File: config.mk
export PLATFORM = sky130hd
export DESIGN_NAME = tuner_lock_seq
export DESIGN_NICKNAME = d
export VERILOG_FILES = /design/src/rtl/tuner_phy_pkg.sv /design/src/rtl/tuner_peak_select.sv /design/src/rtl/tuner_lock_seq.sv
export SDC_FILE = /design/constraint.sdc
export NUM_CORES = 1
export LEC_CHECK = 0
export BUFFER_PORTS_ARGS = -buffer_cell sky130_fd_sc_hd__clkbuf_2
export CORE_ASPECT_RATIO = 1.5
export CORE_MARGIN = 3
export CORE_UTILIZATION = 52
export DETAILED_ROUTE_END_ITERATION = 12
export GPL_TIMING_DRIVEN = 0
export PLACE_DENSITY_LB_ADDON = 0.1
export RECOVER_POWER = 25
export SLEW_MARGIN = 30
export SYNTH_ARGS = -nofsm -noshare
export SYNTH_HDL_FRONTEND = slang
export SYNTH_HIERARCHICAL = 1
export SYNTH_SLANG_ARGS = --single-unit
File: constraint.sdc
create_clock -name i_clk -period 4.81 [get_ports i_clk]
set_input_delay 0.7215 -clock i_clk [delete_from_list [all_inputs] [get_ports i_clk]]
set_output_delay 0.7215 -clock i_clk [all_outputs]
set_load 0.05 [all_outputs]
File: src/rtl/tuner_phy_pkg.sv
// Shared types for the tuner sequencer: FSM state encoding, error codes and
// the helper that identifies which states are covered by the watchdog.
package tuner_phy_pkg;

    typedef enum logic [2:0] {
        IDLE        = 3'd0,
        SEARCH_REQ  = 3'd1,
        SEARCH_WAIT = 3'd2,
        SELECT      = 3'd3,
        LOCK_REQ    = 3'd4,
        LOCKED      = 3'd5,
        RELOCK      = 3'd6,
        FAIL        = 3'd7
    } tuner_seq_state_e;

    typedef enum logic [1:0] {
        ERR_NONE     = 2'd0,
        ERR_NO_PEAKS = 2'd1,
        ERR_TIMEOUT  = 2'd2,
        ERR_BAD_IDX  = 2'd3
    } tuner_seq_err_e;

    // States that wait on tuner_phy; LOCKED may legitimately idle forever.
    function automatic logic seq_is_watched(input tuner_seq_state_e s);
        return (s == SEARCH_REQ) || (s == SEARCH_WAIT) || (s == LOCK_REQ) || (s == RELOCK);
    endfunction

endpackage

File: src/rtl/tuner_peak_select.sv
// Picks the target peak: sequential argmax over entries 0..cnt-1 (one per
// cycle, lowest index wins ties) or a one-cycle fixed-index lookup.
module tuner_peak_select #(
    parameter int  DAC_WIDTH  = 8,
    parameter int  ADC_WIDTH  = 8,
    parameter int  NUM_TARGET = 8,
    localparam int IDX_W      = $clog2(NUM_TARGET),
    localparam int CNT_W      = IDX_W + 1
) (
    input  logic                                 i_clk,
    input  logic                                 i_rst_n,
    input  logic                                 i_start,
    input  logic                                 i_mode,
    input  logic [IDX_W-1:0]                     i_fix_idx,
    input  logic [CNT_W-1:0]                     i_cnt,
    input  logic [NUM_TARGET-1:0][ADC_WIDTH-1:0] i_pwr,
    input  logic [NUM_TARGET-1:0][DAC_WIDTH-1:0] i_tune,
    output logic                                 o_done,
    output logic                                 o_bad_idx,
    output logic [IDX_W-1:0]                     o_idx,
    output logic [ADC_WIDTH-1:0]                 o_pwr,
    output logic [DAC_WIDTH-1:0]                 o_tune
);

    logic                 r_busy;
    logic                 r_mode;
    logic [IDX_W-1:0]     r_fix_idx;
    logic [IDX_W-1:0]     r_scan;
    logic [IDX_W-1:0]     r_best_idx;
    logic [ADC_WIDTH-1:0] r_best_pwr;

    logic                 w_last;
    logic                 w_take;
    logic [IDX_W-1:0]     w_idx;

    assign w_last    = ({1'b0, r_scan} == (i_cnt - CNT_W'(1)));
    assign w_take    = (i_pwr[r_scan] > r_best_pwr);
    assign o_done    = r_busy & (r_mode | w_last);
    assign o_bad_idx = r_mode & ({1'b0, r_fix_idx} >= i_cnt);

    // The final compare is folded in combinationally so the result is ready
    // on the same edge that retires the last entry.
    assign w_idx  = r_mode ? r_fix_idx : (w_take ? r_scan : r_best_idx);
    assign o_idx  = w_idx;
    assign o_pwr  = i_pwr[w_idx];
    assign o_tune = i_tune[w_idx];

    always_ff @(posedge i_clk or negedge i_rst_n) begin
        if (!i_rst_n) begin
            r_busy     <= 1'b0;
            r_mode     <= 1'b0;
            r_fix_idx  <= '0;
            r_scan     <= '0;
            r_best_idx <= '0;
            r_best_pwr <= '0;
        end else if (i_start) begin
            r_busy     <= 1'b1;
            r_mode     <= i_mode;
            r_fix_idx  <= i_fix_idx;
            r_scan     <= '0;
            r_best_idx <= '0;
            r_best_pwr <= '0;
        end else if (r_busy) begin
            if (o_done) begin
                r_busy <= 1'b0;
            end else begin
                r_scan <= r_scan + IDX_W'(1);
                if (w_take) begin
                    r_best_idx <= r_scan;
                    r_best_pwr <= i_pwr[r_scan];
                end
            end
        end
    end

endmodule

File: src/rtl/tuner_lock_seq.sv
// Search/select/lock sequencer driving tuner_phy for one microring, with
// bounded lock-resume retries, zero-peak retries and a wait-state watchdog.
module tuner_lock_seq
    import tuner_phy_pkg::*;
#(
    parameter int  DAC_WIDTH        = 8,
    parameter int  ADC_WIDTH        = 8,
    parameter int  NUM_TARGET       = 8,
    parameter int  MAX_RELOCK       = 3,
    parameter int  MAX_SEARCH_RETRY = 2,
    parameter int  TIMEOUT_CYCLES   = 4096,
    localparam int IDX_W            = $clog2(NUM_TARGET),
    localparam int CNT_W            = IDX_W + 1,
    localparam int RLK_W            = $clog2(MAX_RELOCK + 1)
) (
    input  logic                                 i_clk,
    input  logic                                 i_rst_n,
    input  logic                                 i_en,
    input  logic                                 i_cfg_sel_mode,
    input  logic [IDX_W-1:0]                     i_cfg_sel_idx,
    output logic                                 o_search_trig_val,
    input  logic                                 i_search_trig_rdy,
    input  logic                                 i_search_peaks_val,
    output logic                                 o_search_peaks_rdy,
    input  logic [NUM_TARGET-1:0][DAC_WIDTH-1:0] i_ring_tune_peaks,
    input  logic [NUM_TARGET-1:0][ADC_WIDTH-1:0] i_pwr_peaks,
    input  logic [CNT_W-1:0]                     i_peaks_cnt,
    output logic                                 o_lock_trig_val,
    input  logic                                 i_lock_trig_rdy,
    input  logic                                 i_lock_intr_val,
    output logic                                 o_lock_intr_rdy,
    output logic                                 o_lock_resume_val,
    input  logic                                 i_lock_resume_rdy,
    output logic [ADC_WIDTH-1:0]                 o_cfg_pwr_peak,
    output logic [DAC_WIDTH-1:0]                 o_cfg_ring_tune_peak,
    output logic [IDX_W-1:0]                     o_sel_idx,
    output logic                                 o_locked,
    output logic                                 o_err,
    output logic [1:0]                           o_err_code,
    output logic [RLK_W-1:0]                     o_relock_cnt,
    output tuner_seq_state_e                     o_state
);

    localparam int WD_W = $clog2(TIMEOUT_CYCLES + 1);
    localparam int RTY_W = $clog2(MAX_SEARCH_RETRY + 2);
    localparam logic [WD_W-1:0] WD_LAST = WD_W'(TIMEOUT_CYCLES - 1);

    tuner_seq_state_e r_state;
    tuner_seq_err_e   r_err_code;
    logic             r_search_trig_val;
    logic             r_search_peaks_rdy;
    logic             r_lock_trig_val;
    logic             r_lock_intr_rdy;
    logic             r_lock_resume_val;
    logic             r_locked;
    logic             r_err;
    logic [ADC_WIDTH-1:0] r_cfg_pwr;
    logic [DAC_WIDTH-1:0] r_cfg_tune;
    logic [IDX_W-1:0]     r_sel_idx;
    logic [RLK_W-1:0]     r_relock_cnt;
    logic [RTY_W-1:0]     r_search_retry;
    logic [WD_W-1:0]      r_wdog;
    logic [CNT_W-1:0]     r_peaks_cnt;
    logic [NUM_TARGET-1:0][ADC_WIDTH-1:0] r_pwr_tbl;
    logic [NUM_TARGET-1:0][DAC_WIDTH-1:0] r_tune_tbl;

    tuner_seq_state_e     w_state_next;
    logic                 w_trig_xfer;
    logic                 w_peaks_xfer;
    logic                 w_peaks_zero;
    logic                 w_lock_xfer;
    logic                 w_intr_xfer;
    logic                 w_resume_xfer;
    logic                 w_wdog_expire;
    logic [RTY_W-1:0]     w_retry_inc;
    logic                 w_sel_start;
    logic                 w_sel_done;
    logic                 w_sel_bad;
    logic [IDX_W-1:0]     w_sel_idx;
    logic [ADC_WIDTH-1:0] w_sel_pwr;
    logic [DAC_WIDTH-1:0] w_sel_tune;

    assign w_trig_xfer   = r_search_trig_val & i_search_trig_rdy;
    assign w_peaks_xfer  = i_search_peaks_val & r_search_peaks_rdy;
    assign w_peaks_zero  = (i_peaks_cnt == '0);
    assign w_lock_xfer   = r_lock_trig_val & i_lock_trig_rdy;
    assign w_intr_xfer   = i_lock_intr_val & r_lock_intr_rdy;
    assign w_resume_xfer = r_lock_resume_val & i_lock_resume_rdy;
    assign w_wdog_expire = seq_is_watched(r_state) && (r_wdog == WD_LAST);
    assign w_retry_inc   = r_search_retry + RTY_W'(1);
    assign w_sel_start   = w_peaks_xfer & ~w_peaks_zero;

    tuner_peak_select #(
        .DAC_WIDTH  (DAC_WIDTH),
        .ADC_WIDTH  (ADC_WIDTH),
        .NUM_TARGET (NUM_TARGET)
    ) u_peak_select (
        .i_clk     (i_clk),
        .i_rst_n   (i_rst_n),
        .i_start   (w_sel_start),
        .i_mode    (i_cfg_sel_mode),
        .i_fix_idx (i_cfg_sel_idx),
        .i_cnt     (r_peaks_cnt),
        .i_pwr     (r_pwr_tbl),
        .i_tune    (r_tune_tbl),
        .o_done    (w_sel_done),
        .o_bad_idx (w_sel_bad),
        .o_idx     (w_sel_idx),
        .o_pwr     (w_sel_pwr),
        .o_tune    (w_sel_tune)
    );

    // A completed handshake is always checked before the watchdog, so a
    // transfer landing on the expiry cycle is honoured.
    always_comb begin
        w_state_next = r_state;
        case (r_state)
            IDLE:        if (i_en) w_state_next = SEARCH_REQ;
            SEARCH_REQ:  if (w_trig_xfer)        w_state_next = SEARCH_WAIT;
                         else if (w_wdog_expire) w_state_next = FAIL;
            SEARCH_WAIT: if (w_peaks_xfer) begin
                             if (!w_peaks_zero)
                                 w_state_next = SELECT;
                             else if (w_retry_inc > RTY_W'(MAX_SEARCH_RETRY))
                                 w_state_next = FAIL;
                             else
                                 w_state_next = SEARCH_REQ;
                         end else if (w_wdog_expire) begin
                             w_state_next = FAIL;
                         end
            SELECT:      if (w_sel_done) w_state_next = w_sel_bad ? FAIL : LOCK_REQ;
            LOCK_REQ:    if (w_lock_xfer)        w_state_next = LOCKED;
                         else if (w_wdog_expire) w_state_next = FAIL;
            LOCKED:      if (w_intr_xfer)
                             w_state_next = (r_relock_cnt < RLK_W'(MAX_RELOCK)) ? RELOCK : SEARCH_REQ;
            RELOCK:      if (w_resume_xfer)      w_state_next = LOCKED;
                         else if (w_wdog_expire) w_state_next = FAIL;
            FAIL:        if (!i_en) w_state_next = IDLE;
            default:     w_state_next = IDLE;
        endcase
    end

    always_ff @(posedge i_clk or negedge i_rst_n) begin
        if (!i_rst_n) begin
            r_state            <= IDLE;
            r_err_code         <= ERR_NONE;
            r_search_trig_val  <= 1'b0;
            r_search_peaks_rdy <= 1'b0;
            r_lock_trig_val    <= 1'b0;
            r_lock_intr_rdy    <= 1'b0;
            r_lock_resume_val  <= 1'b0;
            r_locked           <= 1'b0;
            r_err              <= 1'b0;
            r_cfg_pwr          <= '0;
            r_cfg_tune         <= '0;
            r_sel_idx          <= '0;
            r_relock_cnt       <= '0;
            r_search_retry     <= '0;
            r_wdog             <= '0;
            r_peaks_cnt        <= '0;
            r_pwr_tbl          <= '0;
            r_tune_tbl         <= '0;
        end else begin
            r_state            <= w_state_next;
            r_search_trig_val  <= (w_state_next == SEARCH_REQ);
            r_search_peaks_rdy <= (w_state_next == SEARCH_WAIT);
            r_lock_trig_val    <= (w_state_next == LOCK_REQ);
            r_lock_intr_rdy    <= (w_state_next == LOCKED);
            r_lock_resume_val  <= (w_state_next == RELOCK);
            r_locked           <= (w_state_next == LOCKED);
            r_err              <= (w_state_next == FAIL);

            if ((w_state_next != r_state) || !seq_is_watched(r_state))
                r_wdog <= '0;
            else
                r_wdog <= r_wdog + WD_W'(1);

            if (w_peaks_xfer) begin
                r_peaks_cnt    <= i_peaks_cnt;
                r_pwr_tbl      <= i_pwr_peaks;
                r_tune_tbl     <= i_ring_tune_peaks;
                r_search_retry <= w_peaks_zero ? w_retry_inc : '0;
            end else if ((w_state_next == IDLE) ||
                         ((r_state == LOCKED) && (w_state_next == SEARCH_REQ))) begin
                r_search_retry <= '0;
            end

            if (w_lock_xfer)
                r_relock_cnt <= '0;
            else if (w_intr_xfer && (w_state_next == RELOCK))
                r_relock_cnt <= r_relock_cnt + RLK_W'(1);

            if (w_sel_done && !w_sel_bad) begin
                r_cfg_pwr  <= w_sel_pwr;
                r_cfg_tune <= w_sel_tune;
                r_sel_idx  <= w_sel_idx;
            end

            if ((r_state != FAIL) && (w_state_next == FAIL))
                r_err_code <= w_peaks_xfer ? ERR_NO_PEAKS :
                              ((r_state == SELECT) ? ERR_BAD_IDX : ERR_TIMEOUT);
            else if ((r_state == FAIL) && (w_state_next == IDLE))
                r_err_code <= ERR_NONE;
        end
    end

    assign o_state              = r_state;
    assign o_err_code           = r_err_code;
    assign o_search_trig_val    = r_search_trig_val;
    assign o_search_peaks_rdy   = r_search_peaks_rdy;
    assign o_lock_trig_val      = r_lock_trig_val;
    assign o_lock_intr_rdy      = r_lock_intr_rdy;
    assign o_lock_resume_val    = r_lock_resume_val;
    assign o_locked             = r_locked;
    assign o_err                = r_err;
    assign o_cfg_pwr_peak       = r_cfg_pwr;
    assign o_cfg_ring_tune_peak = r_cfg_tune;
    assign o_sel_idx            = r_sel_idx;
    assign o_relock_cnt         = r_relock_cnt;

endmodule

Word-level counts from Yosys, hierarchy flattened --
Index checks and enable logic that the tools add are counted.
Operators by class: add/subtract/negate cells 5, $lt $le $gt $ge 6, equal/unequal tests 18, muxes and demuxes 45, bitwise gates (word level) 10, reduce and logical (&&, ||, !) cells 23
Operators with widths (number):
- binary-select mux 8 bit (select 3 bit) | 3
- two-way mux 3 bit | 20
- two-way mux 8 bit | 7
- equality test 3 bit, second input constant | 8
- case mux 3 bit (8 select lines) | 1
- two-way mux 2 bit | 9
- adder 13 x 1 -> 13 bit, second input constant | 1
- equality test 13 x 12 -> 1 bit, second input constant | 1
- two-way mux 13 bit | 1
- nonzero test 2 bit | 5
- equality test 3 x 2 -> 1 bit, second input constant | 3
- AND 1 bit | 8
- > comparator 8 bit | 1
- < comparator 3 x 4 -> 1 bit, second input constant | 2
- equality test 3 x 1 -> 1 bit, second input constant | 2
- logical AND 1 bit | 6
- logical NOT 3 bit | 2
- logical OR 1 bit | 5
- adder 2 x 1 -> 2 bit, second input constant | 2
- equality test 3 x 4 -> 1 bit | 1
- >= comparator 3 x 4 -> 1 bit | 1
- logical NOT 4 bit | 1
- two-way mux 1 bit | 4
- subtractor 4 x 1 -> 4 bit, second input constant | 1
- other kinds (11) | 12
Storage, ports and cells: register bits 198, input port bits 144, output and inout port bits 33, logic and storage cells 144

Depth between registers and ports, before layout --
Gate-level depths: netlist (run 1).
depth after elaboration 13, depth in mapped cells 17, mapped depth without buffers 13

Modules after synthesis --
The synthesis (run 1) kept the hierarchy.
By module, submodules not included:
- tuner_lock_seq | instances 1, cells each 489, area an instance 7104.3 um^2, sequential area each 4479.3 um^2
- tuner_peak_select | instances 1, cells each 268, area an instance 2831.5 um^2, sequential area each 475.5 um^2

Worst setup path after synthesis (run 1) --
Ideal clock, no wire load.
path kind reg2reg, start register u_peak_select.r_scan[0], end register r_cfg_pwr[6], in the netlist o_cfg_pwr_peak[6], library setup time 0.125 ns, arrival 3.978 ns, required time 4.685 ns, path slack 0.707 ns, stages on the path, launching flop included 17, buffers on the path 4, clock period less this slack 4.103 ns, path through dfrtp_1 buf_2 buf_2 mux4_2 mux2_2 ha_1 nand4_2 nor2_2 a211oi_2 or4_1 nand3_2 inv_2 buf_4 buf_6 nor3_1 nor4_2 mux2_2
On the way: longest elaborated chain between the ends 7, elaborated cells on any way between the ends 11, those cells by class order compare (1); eq/ne (1); mux (6); bitwise (2); reduce/logical (1)
RTL lines:
- start, declared | RTL line tuner_peak_select.sv:28 | logic [IDX_W-1:0] r_scan;
- start signal, assigned | RTL line tuner_peak_select.sv:67 | r_scan <= r_scan + IDX_W'(1);
- binary-select mux 8 bit (select 3 bit) | RTL line tuner_peak_select.sv:37 | assign w_take = (i_pwr[r_scan] > r_best_pwr);
- two-way mux 8 bit (implied by the code) | RTL line tuner_peak_select.sv:37
- > comparator 8 bit | RTL line tuner_peak_select.sv:37
- two-way mux 3 bit (2 in series) | RTL line tuner_peak_select.sv:43 | assign w_idx = r_mode ? r_fix_idx : (w_take ? r_scan : r_best_idx);
- via w_sel_idx[1] | RTL line tuner_lock_seq.sv:79 | logic [IDX_W-1:0] w_sel_idx;
- binary-select mux 8 bit (select 3 bit) | RTL line tuner_peak_select.sv:45 | assign o_pwr = i_pwr[w_idx];
- two-way mux 8 bit (implied by the code) | RTL line tuner_peak_select.sv:45
- via w_sel_pwr[6] | RTL line tuner_lock_seq.sv:80 | logic [ADC_WIDTH-1:0] w_sel_pwr;
- end signal, assigned | RTL line tuner_lock_seq.sv:194 | r_cfg_pwr <= w_sel_pwr;
- end, declared | RTL line tuner_lock_seq.sv:57 | logic [ADC_WIDTH-1:0] r_cfg_pwr;
The timed path passes the listed nets, and every way through them passes these cells. The select of a mux whose other input is x is not followed. A chain may end at the register's enable or synchronous reset.

Final worst setup path (run 1) --
Ends and elaborated chain as after synthesis.

==> metrics, run 1 <==
status=finished, violations left; failing checks=max-capacitance violations, max-slew violations; Final ANT Viol Nets=0; CTS clk-pin slew, worst paths=0.07 ns; first-pass GRT wire length=39100 microns; CP max stage cell=mux4_2; Yosys top cell by area=dfrtp_1; vias in the first global route=7182; Synth Net Count=917; PortBufs=176; Synth Cell Area=9940 sq um; hpwl dp=18600 microns; Synth top area share=0.499; vias per cell=5.61; Total GRT Usage=0.244; Post-Syn Area per Cell=13.1 sq um; crit path cell chain=clkbuf_4, buf_4, mux4_2, mux2_2, ha_1, nand4_2, nor2_2, a211oi_2, or4_1, nand3_2, inv_2, buf_4, buf_6, nor3_1, nor4_2, mux2_2; Area Overhead vs Synth=19.5%; largest net degree at the start of global routing=79; worst slew pin tran=2.92 ns; ys async rst share=1.00; Peak VDD IR=0.506 mV; GR Overflow Total=0; fraction of layout cells with a size suffix above 1=0.460; Commonest cells post-synth=dfrtp_1, mux2_2, mux2i_1; critical path class=reg2reg; CP max stage delay=0.54 ns; synthesized netlist cell count=757; Yosys reg bits=198; register area share after synthesis=0.499; Initial Util=0.534; fmax=220 MHz; area of the multi-input gates=4680 sq um; post-route minimum period=4.55 ns; Die X=119 microns; Hold WC Path Type=reg2reg; DRT Pass-1 Iters=4; final setup fails=0; Clock Skews=0.0129 ns; setup_tns=0 ns; Post-synth EDFFs=0; Inst Count DP=1187; Initial DRC Count=315; synth top area cells=dfrtp_1, mux2_2, mux2i_1; Final period util=0.946; Leak=5.45 nW; Die Y=175 microns; H-Tree Depth=4; Worst setup EP type=flip-flop; max_slew headroom=-0.948; Startpoint Class=flip-flop; routability cong.=0.870; filler instances=1586; Pwr Density=873 nW/um^2; most common cell in the netlist=dfrtp_1; row cnt=61; RSZ-0062 raised after global routing=false; Ports=177; Post-Route WL=24700 microns; CP arrival=4.87 ns; crit path max fanout=10; full die area=20800 sq um; Max-Cap Viols=1; fin cells=1220; root buf cell=clkbuf_16; Placeable Area=18600 sq um; final hold violation count=0; DRC Markers=0; Slew Viols, Final=47; Wirelength per Cell=20.3 microns; synth warn=6; antenna violations before repair=1; clk buf depth=2; CTS tree=built; Register Area=4950 sq um; nets=1115; # diodes=0; via count=6844; Clock Latency Late Sink=0.43 ns; WP data required=5.12 ns; Clock Sinks=198; Yosys cell types=67; top_reg_cell synth=dfrtp_1; CTS buffer count=17; cts hold-fix bufs=0
final timing paths:
| check | startpoint | to | slack, ns | depth (start not counted) |
|---|---|---|---|---|
| worst max-delay path | u_peak_select/r_scan[0] | o_cfg_pwr_peak[6] | 0.26 | 16 |
| worst min-delay path | r_wdog[0] | r_wdog[0] | 0.48 | 1 |
| worst max register to register | u_peak_select/r_scan[0] | o_cfg_pwr_peak[6] | 0.26 | 16 |
| worst min register to register | r_wdog[0] | r_wdog[0] | 0.48 | 1 |
| max in group asynchronous | i_rst_n | r_peaks_cnt[1] | 1.93 | 1 |
| min in group asynchronous | i_rst_n | r_pwr_tbl[5] | 1.24 | 1 |
cell families after synthesis:
kind of cell | count (synthesis) | synth area share
compound gates | 76 | 0.0685
mux | 254 | 0.296
xor+xnor | 16 | 0.0141
fa+ha+maj | 17 | 0.0212
buf+inv | 67 | 0.0327
simple gates | 129 | 0.0684
flops | 198 | 0.499
cell usage in the layout (no fill, tap or decap), types with 10 or more instances in the layout:
master     count
a21oi_1       10
a221oi_2      10
a22o_1        16
clkbuf_1      20
clkbuf_16     17
clkbuf_2     178
dfrtp_1      198
ha_1          16
inv_1         20
mux2_2       162
mux2i_1       76
mux4_2        16
nand2_1       25
nor2_1        43
flip-flops by register name, indices dropped and copies added (netlist names):
name / flops
u_peak_select/r_fix_idx: 3
o_search_trig_val: 1
u_peak_select/r_best_idx: 3
r_tune_tbl: 64
o_err: 1
u_peak_select/r_scan: 3
u_peak_select/r_mode: 1
r_peaks_cnt: 4
o_search_peaks_rdy: 1
o_locked: 1
o_relock_cnt: 2
o_sel_idx: 3
r_search_retry: 2
u_peak_select/r_best_pwr: 8
o_lock_resume_val: 1
o_lock_trig_val: 1
o_state: 3
o_err_code: 2
r_wdog: 13
r_pwr_tbl: 64
o_cfg_ring_tune_peak: 8
o_cfg_pwr_peak: 8
u_peak_select/r_busy: 1
per-stage QoR:
step	setup slack [ns]	hold WS (ns)	total power [mW]	instance area (sq um)	utilization
floorplan	0.707	0.426	7.28	9940	-
global placement	-0.964	0.462	8.65	11100	0.598
detailed placement	-0.638	0.472	8.76	11200	0.601
CTS	0.0123	0.250	10.4	11900	0.636
global route	0.0177	0.497	11.0	11900	0.638
finish	0.258	0.477	10.4	11900	0.638
final cells by class:
type | count | share of cell area
Buffer | 45 | 0.0214
Sequential cell | 198 | 0.417
Timing Repair Buffer | 179 | 0.0793
Tap cell | 252 | 0.0266
Inverter | 22 | 0.00695
Clock buffer | 19 | 0.0365
Clock inverter | 13 | 0.0177
Multi-Input combinational cell | 492 | 0.394
routing by layer:
metal,vias up,wire (microns),part of all wire,track usage
met2,178,13000,0.53,0.433
met5,-,18,0.00073,0
li1,3172,-,-,-
met1,3452,9790,0.40,0.295
met4,2,547,0.022,0.0715
met3,40,1350,0.055,0.0577
report_power, final:
group	switching (mW)	internal [mW]	total (mW)
sequential	0.515	2.41	2.93
combinational	3.20	2.69	5.89
clock	0.663	0.892	1.56
repair_timing:
| action | CTS | global route |
|---|---|---|
| pin swaps | 0 | 1 |
| setup endpoints to repair | 16 | 16 |
| buffers inserted | 0 | 1 |
| endpoints found under the hold margin | 0 | 0 |
| resized for setup | 6 | 4 |
| cloned | 0 | 0 |
critical path, delay by kind of cell (launching register included):
family	cells	cell delay, ns
buffers and inverters	5	1.21
AND/OR/NAND/NOR	6	1.26
adder cells (fa/ha/maj)	1	0.34
AO/OA/AOI/OAI	1	0.08
multiplexers	3	1.13
flip-flops	1	0.40
Power figures use the tool's default switching activity.
==> run 2: changes to the inputs <==
CORE_ASPECT_RATIO = unset   (was 1.5)
==> run 2 against run 1 <==
Against the previous run:
- maximum frequency down 0.89%
- critical path depth shrank 1
- setup slack got worse by 0.041 ns
- sequential power is essentially flat
- register-to-register slack worse by 0.04 ns
- via count down 0.72%
- combinational power about the same
- the run still ends with max-capacitance violations, max-slew violations left
- clock power is 6% lower
- sequential share of layout area rose by 0.28 points
==> metrics, run 2 (synthesis gave the netlist of run 1 again) <==
Total GRT Usage=0.246 (+0.00286); Clock Latency Late Sink=0.43 ns (about the same); combinational power share=0.574 (+0.006); critical path class=reg2reg; filler instances=1503 (-5.2%); RR Startpoint=u_peak_select/r_scan[0]; Hold Startpoint=r_wdog[0]; Initial Util=0.540 (+0.00668); GR Overflow Total=0 (unchanged); final setup fails=0 (unchanged); PortBufs=176 (unchanged); fin cells=1196 (-2.0%); CTS clk-pin slew, worst paths=0.07 ns (about the same); Inst Count DP=1164 (-1.9%); Post-Route WL=24700 microns (about the same); setup_tns=0 ns (unchanged); Hold WC Path Type=reg2reg; antenna violations before repair=2 (+1); Reg power frac=0.284 (+0.002); Clock Skews=0.0116 ns (-0.00133 ns); CP arrival=4.91 ns (+0.04 ns); # diodes=0 (unchanged); nets=1114 (-0.090%); fraction of layout cells with a size suffix above 1=0.460 (+0.000475); CTS tree=built; Net Switching=4.46 mW (+1.8%); cts hold-fix bufs=0 (unchanged); commonest non-fill, non-tap cells in the layout=dfrtp_1, clkbuf_2, mux2_2; Placeable Area=18400 sq um (-1.2%); CP max stage delay=0.51 ns (-0.03 ns); CTS buffer count=17 (unchanged); vias in the first global route=7061 (-1.7%); met1 wire length=11200 microns (+14%); Die X=144 microns (+21%); biggest registers after layout=r_pwr_tbl: 64 flops, r_tune_tbl: 64 flops, r_wdog: 13 flops; H-Tree Depth=4 (unchanged); Wirelength per Cell=20.7 microns (+2.0%); WP data required=5.13 ns (about the same); final hold violation count=0 (unchanged); fmax=218 MHz (-0.89%); top sig layer=met5; first-pass GRT wire length=39100 microns (about the same); CP max stage cell=mux4_2; Initial DRC Count=401 (+27%); clk buf depth=2 (unchanged); RSZ-0062 raised after global routing=false; vias per cell=5.68 (+1.3%); clock power share=0.142 (-0.008); Slew Viols, Final=71 (+51%); Startpoint Class=flip-flop; Int Pwr=5.83 mW (-2.7%); Ports=177 (unchanged); most common cell after layout, fill and taps aside=dfrtp_1; Area Overhead vs Synth=18.7%; Final ANT Viol Nets=0 (unchanged); Peak VDD IR=0.446 mV (-12%); crit path cell chain=clkbuf_4, buf_6, mux4_2, mux2_2, ha_1, nand4_2, nor2_2, a211o_2, nand2_1, a221oi_2, inv_2, nor2_2, buf_4, a221oi_2, mux2_2; via count=6795 (-0.72%); Max-Cap Viols=1 (unchanged); Worst setup EP type=flip-flop; failing checks=max-capacitance violations, max-slew violations; Leak=5.43 nW (-0.39%); largest net degree at the start of global routing=73 (-7.6%); wire length on met3=1630 microns (+20%); full die area=20800 sq um (-0.16%); Final period util=0.955 (+0.00848); post-route minimum period=4.59 ns (+0.0408 ns); root buf cell=clkbuf_16; crit path max fanout=10 (unchanged); met2 wire len=11700 microns (-10%); routability cong.=0.895 (+2.9%); row cnt=49 (-20%); Worst Setup SP=u_peak_select/r_scan[0]; switching share of power=0.433 (+0.0110); DRC Markers=0 (unchanged); Clock Sinks=198 (unchanged); max_slew headroom=-1.35 (-0.403); Pwr Density=872 nW/um^2 (-0.10%); power consumption=10.3 mW (-0.76%); DRT Pass-1 Iters=4 (unchanged); Die Y=144 microns (-18%); worst slew pin tran=3.53 ns (+0.604 ns); status=finished, violations left; hpwl dp=18100 microns (-2.7%)
==> run 2: through the flow <==
step	setup slack, ns	hold slack [ns]	area [sq um]	utilization
after floorplan	0.707	0.426	9940	-
after global placement	-0.939	0.471	11100	0.604
after detailed placement	-0.636	0.478	11200	0.607
after CTS	0.0723	0.334	11800	0.641
after global routing	0.0131	0.486	11800	0.641
final	0.218	0.485	11800	0.641
==> run 2: layer usage <==
layer	vias to the layer above	GRT usage
met5	-	0
met2	193	0.382
met4	4	0.0604
li1	3180	-
met3	25	0.0698
met1	3393	0.347
==> run 2: path summary, 6_finish.rpt <==
path,endpoint,slack (ns),cells after the start
max,o_cfg_ring_tune_peak[6],0.22,15
min,r_wdog[0],0.49,1
max reg2reg,o_cfg_ring_tune_peak[6],0.22,15
min reg2reg,r_wdog[0],0.49,1
max in group asynchronous,r_wdog[11],1.12,1
min in group asynchronous,u_peak_select/r_best_idx[1],1.70,1
==> run 2: area by class of cell <==
type | instances | area [sq um] | share of cell area
Tap cell | 229 | 287 | 0.0243
Inverter | 22 | 82.6 | 0.00700
Timing Repair Buffer | 178 | 941 | 0.0798
Multi-Input combinational cell | 492 | 4660 | 0.395
Buffer | 45 | 262 | 0.0222
Clock inverter | 15 | 183 | 0.0155
Clock buffer | 17 | 425 | 0.0361
Sequential cell | 198 | 4950 | 0.420
==> run 2: timing repair <==
action | 4_1_cts | 5_1_grt
pin swaps | 0 | 0
setup endpoints to repair | 16 | 16
setup buffers | 0 | 0
gates resized for setup | 6 | 5
==> run 2: critical path: cells and delay by family, from the launching register on <==
kind	cells	cell delay (ns)
compound gates	3	0.72
fa+ha+maj	1	0.34
buf+inv	4	1.01
flops	1	0.39
mux	3	1.12
simple gates	4	0.84
==> run 2: power by group through the flow <==
stage	clock (mW)	sequential, mW	combinational (mW)
after floorplan	0	3.17	4.10
after global placement	0	2.92	5.73
after detailed placement	0	2.95	5.81
after CTS	1.49	2.92	5.87
after global routing	1.57	3.02	6.30
final	1.46	2.92	5.90
==> run 3: changes to the inputs <==
ABC_AREA = 1   (was unset)
HOLD_SLACK_MARGIN = 0.03   (was unset)
==> run 3 against run 2 <==
Against the previous run:
- the flow still finishes with violations (max-capacitance violations, max-slew violations)
- via count rose by 52%
- register-to-register slack improved by 0.39 ns
- sequential cell count did not move
- clock skew fell by 0.0014 ns
- first-iteration DRC count rose by 120%
- routed wire length rose by 29%
- die area rose by 11%
- global-route usage rose by 2.6 points
- critical path type unchanged
- critical endpoint unchanged
==> metrics, run 3 <==
Initial Util=0.538 (-0.00186); full die area=23100 sq um (+11%); most common cell in the netlist=nand2_1; fmax=238 MHz (+9.4%); CTS buffer count=17 (unchanged); Area Overhead vs Synth=16.7%; Final period util=0.873 (-0.0819); DRT Pass-1 Iters=5 (+1); pre-CTS setup slack=0.743 ns (+1.38 ns); Worst setup EP type=flip-flop; post-route minimum period=4.20 ns (-0.394 ns); synthesized netlist cell count=1508 (+99%); WP data required=5.14 ns (about the same); hpwl dp=24400 microns (+35%); Synth Cell Area=11100 sq um (+12%); fin cells=1989 (+66%); Total GRT Usage=0.273 (+0.0264); vias in the first global route=9891 (+40%); cts hold-fix bufs=0 (unchanged); CTS clk-pin slew, worst paths=0.08 ns (about the same); Post-synth EDFFs=0 (unchanged); routability cong.=0.938 (+4.9%); Hold WC Path Type=in2reg; via count=10320 (+52%); Slew Viols, Final=162 (+130%); final hold violation count=0 (unchanged); first-pass GRT wire length=50800 microns (+30%); top_reg_cell synth=dfrtp_1; CTS tree=built; PortBufs=176 (unchanged); synth top area cells=dfrtp_1, nand2_1, nand3_1; PostCTS Resize Cnt=0 (-6); Yosys reg bits=198 (unchanged); DRC Markers=0 (unchanged); Inst Count DP=1957 (+68%); Die Y=152 microns (+5.5%); RSZ-0062 raised after global routing=false; Final WS setup=0.612 ns (+0.394 ns); crit path max fanout=10 (unchanged); Setup Buffers After CTS=0 (unchanged); Post-Syn Area per Cell=7.36 sq um (-44%); Max-Cap Viols=3 (+2); Yosys top cell by area=dfrtp_1; placed inst area=12400 sq um (+11%); Clock Skews=0.0102 ns (-0.00138 ns); Ports=177 (unchanged); antenna violations before repair=0 (-2); biggest registers after layout=r_pwr_tbl: 64 flops, r_tune_tbl: 64 flops, r_wdog: 13 flops; Synth top area share=0.446 (-0.0524); ys async rst share=1.00 (unchanged); H-Tree Depth=4 (unchanged); clk buf depth=2 (unchanged); Clock Latency Late Sink=0.44 ns (about the same); status=finished, violations left; worst slew pin tran=2.27 ns (-1.25 ns); Post-Route WL=31800 microns (+29%); GR Overflow Total=0 (unchanged); post-route cell area=13000 sq um (+9.9%); most common cell after layout, fill and taps aside=nand2_1; row cnt=52 (+6.1%); fraction of layout cells with a size suffix above 1=0.191 (-0.269); Placeable Area=20600 sq um (+12%); Die X=152 microns (+5.5%); Wirelength per Cell=16.0 microns (-23%); failing checks=max-capacitance violations, max-slew violations; largest net degree at the start of global routing=62 (-15%); # diodes=0 (unchanged); root buf cell=clkbuf_16; Clock Sinks=198 (unchanged); Final ANT Viol Nets=0 (unchanged); final setup fails=0 (unchanged); Commonest cells post-synth=nand2_1, dfrtp_1, inv_1; Yosys cell types=47 (-30%); vias per cell=5.19 (-8.7%); Synth Net Count=1668 (+82%); synth warn=6 (unchanged); max_slew headroom=-0.515 (+0.835); register area share after synthesis=0.446 (-0.0524); Initial DRC Count=882 (+120%); commonest non-fill, non-tap cells in the layout=nand2_1, dfrtp_1, clkbuf_2; critical path class=reg2reg; Startpoint Class=flip-flop; CP arrival=4.53 ns (-0.38 ns); nets=1866 (+68%)
[run 3: cell types whose count changed after synthesis, moves of 17 or more]
cell,delta
inv_1,+156
mux2i_1,-76
a21oi_1,+28
mux2_2,-143
nand2_1,+588
clkbuf_1,+25
o21ai_0,+41
nand3_1,+167
nor2_1,-17
[run 3: cell families (layout without fill, tap and decap cells)]
logic type / after synthesis / in the layout / share of synthesized area
buffers and inverters: 268 / 479 / 0.101
XOR/XNOR: 12 / 12 / 0.00947
flip-flops: 198 / 198 / 0.446
multiplexers: 19 / 19 / 0.0193
AO/OA/AOI/OAI: 116 / 116 / 0.0594
adder cells (fa/ha/maj): 16 / 16 / 0.0180
AND/OR/NAND/NOR: 879 / 879 / 0.347
[run 3: final timing paths]
check / start / slack (ns) / endpoint / cells past startpoint
worst max-delay path: u_peak_select/r_scan[1] / 0.61 / o_cfg_ring_tune_peak[6] / 21
worst min-delay path: i_ring_tune_peaks[42] / 0.46 / r_tune_tbl[42] / 3
worst max register to register: u_peak_select/r_scan[1] / 0.61 / o_cfg_ring_tune_peak[6] / 21
worst min register to register: r_wdog[0] / 0.48 / r_wdog[0] / 1
max in group asynchronous: i_rst_n / 1.30 / r_tune_tbl[25] / 3
min in group asynchronous: i_rst_n / 0.95 / r_wdog[9] / 1
[run 3: per-layer routing]
layer / wire length, microns / vias to the layer above / global-route usage
met1: 14200 / 4809 / 0.387
met4: 731 / 0 / 0.0801
met3: 1840 / 51 / 0.0398
met5: 0 / - / 0
li1: - / 5102 / -
met2: 15000 / 358 / 0.439
[run 3: area by class of cell]
type	instances	area (sq um)
Buffer	79	393
Tap cell	270	338
Timing Repair Buffer	179	917
Inverter	189	723
Multi-Input combinational cell	1042	5030
Sequential cell	198	4950
Clock buffer	19	443
Clock inverter	13	158
Fill cell	1942	7670
[run 3: worst max-delay path: stages (launching register included)]
cell and delay [ns]:
dfrtp_1 0.36, buf_2 0.25, clkinv_1 0.33, buf_2 0.30, a21oi_1 0.12, o21ai_0 0.09
a31oi_1 0.33, ha_1 0.32, a21oi_1 0.17, nor2_1 0.06, nor2_1 0.13, nand2_2 0.13
nand3_1 0.13, nand3_2 0.17, nand2_2 0.19, buf_2 0.26, nand2_1 0.12, nand3_1 0.10
nand2_1 0.09, nand2_1 0.10, nand2_1 0.07, mux2_2 0.26
[run 3: per-stage QoR]
stage / TNS (ns) / utilization / hold slack (ns)
2_1_floorplan: 0 / - / 0.426
3_3_place_gp: -167.69 / 0.597 / 0.462
3_5_place_dp: 0 / 0.602 / 0.465
4_1_cts: 0 / 0.631 / 0.197
5_1_grt: 0 / 0.628 / 0.476
6_report: 0 / 0.628 / 0.465
Power of run 3 is left out: the tool's default activity adds up to more than one toggle a clock period on the data nets, which glitch-free logic cannot reach.
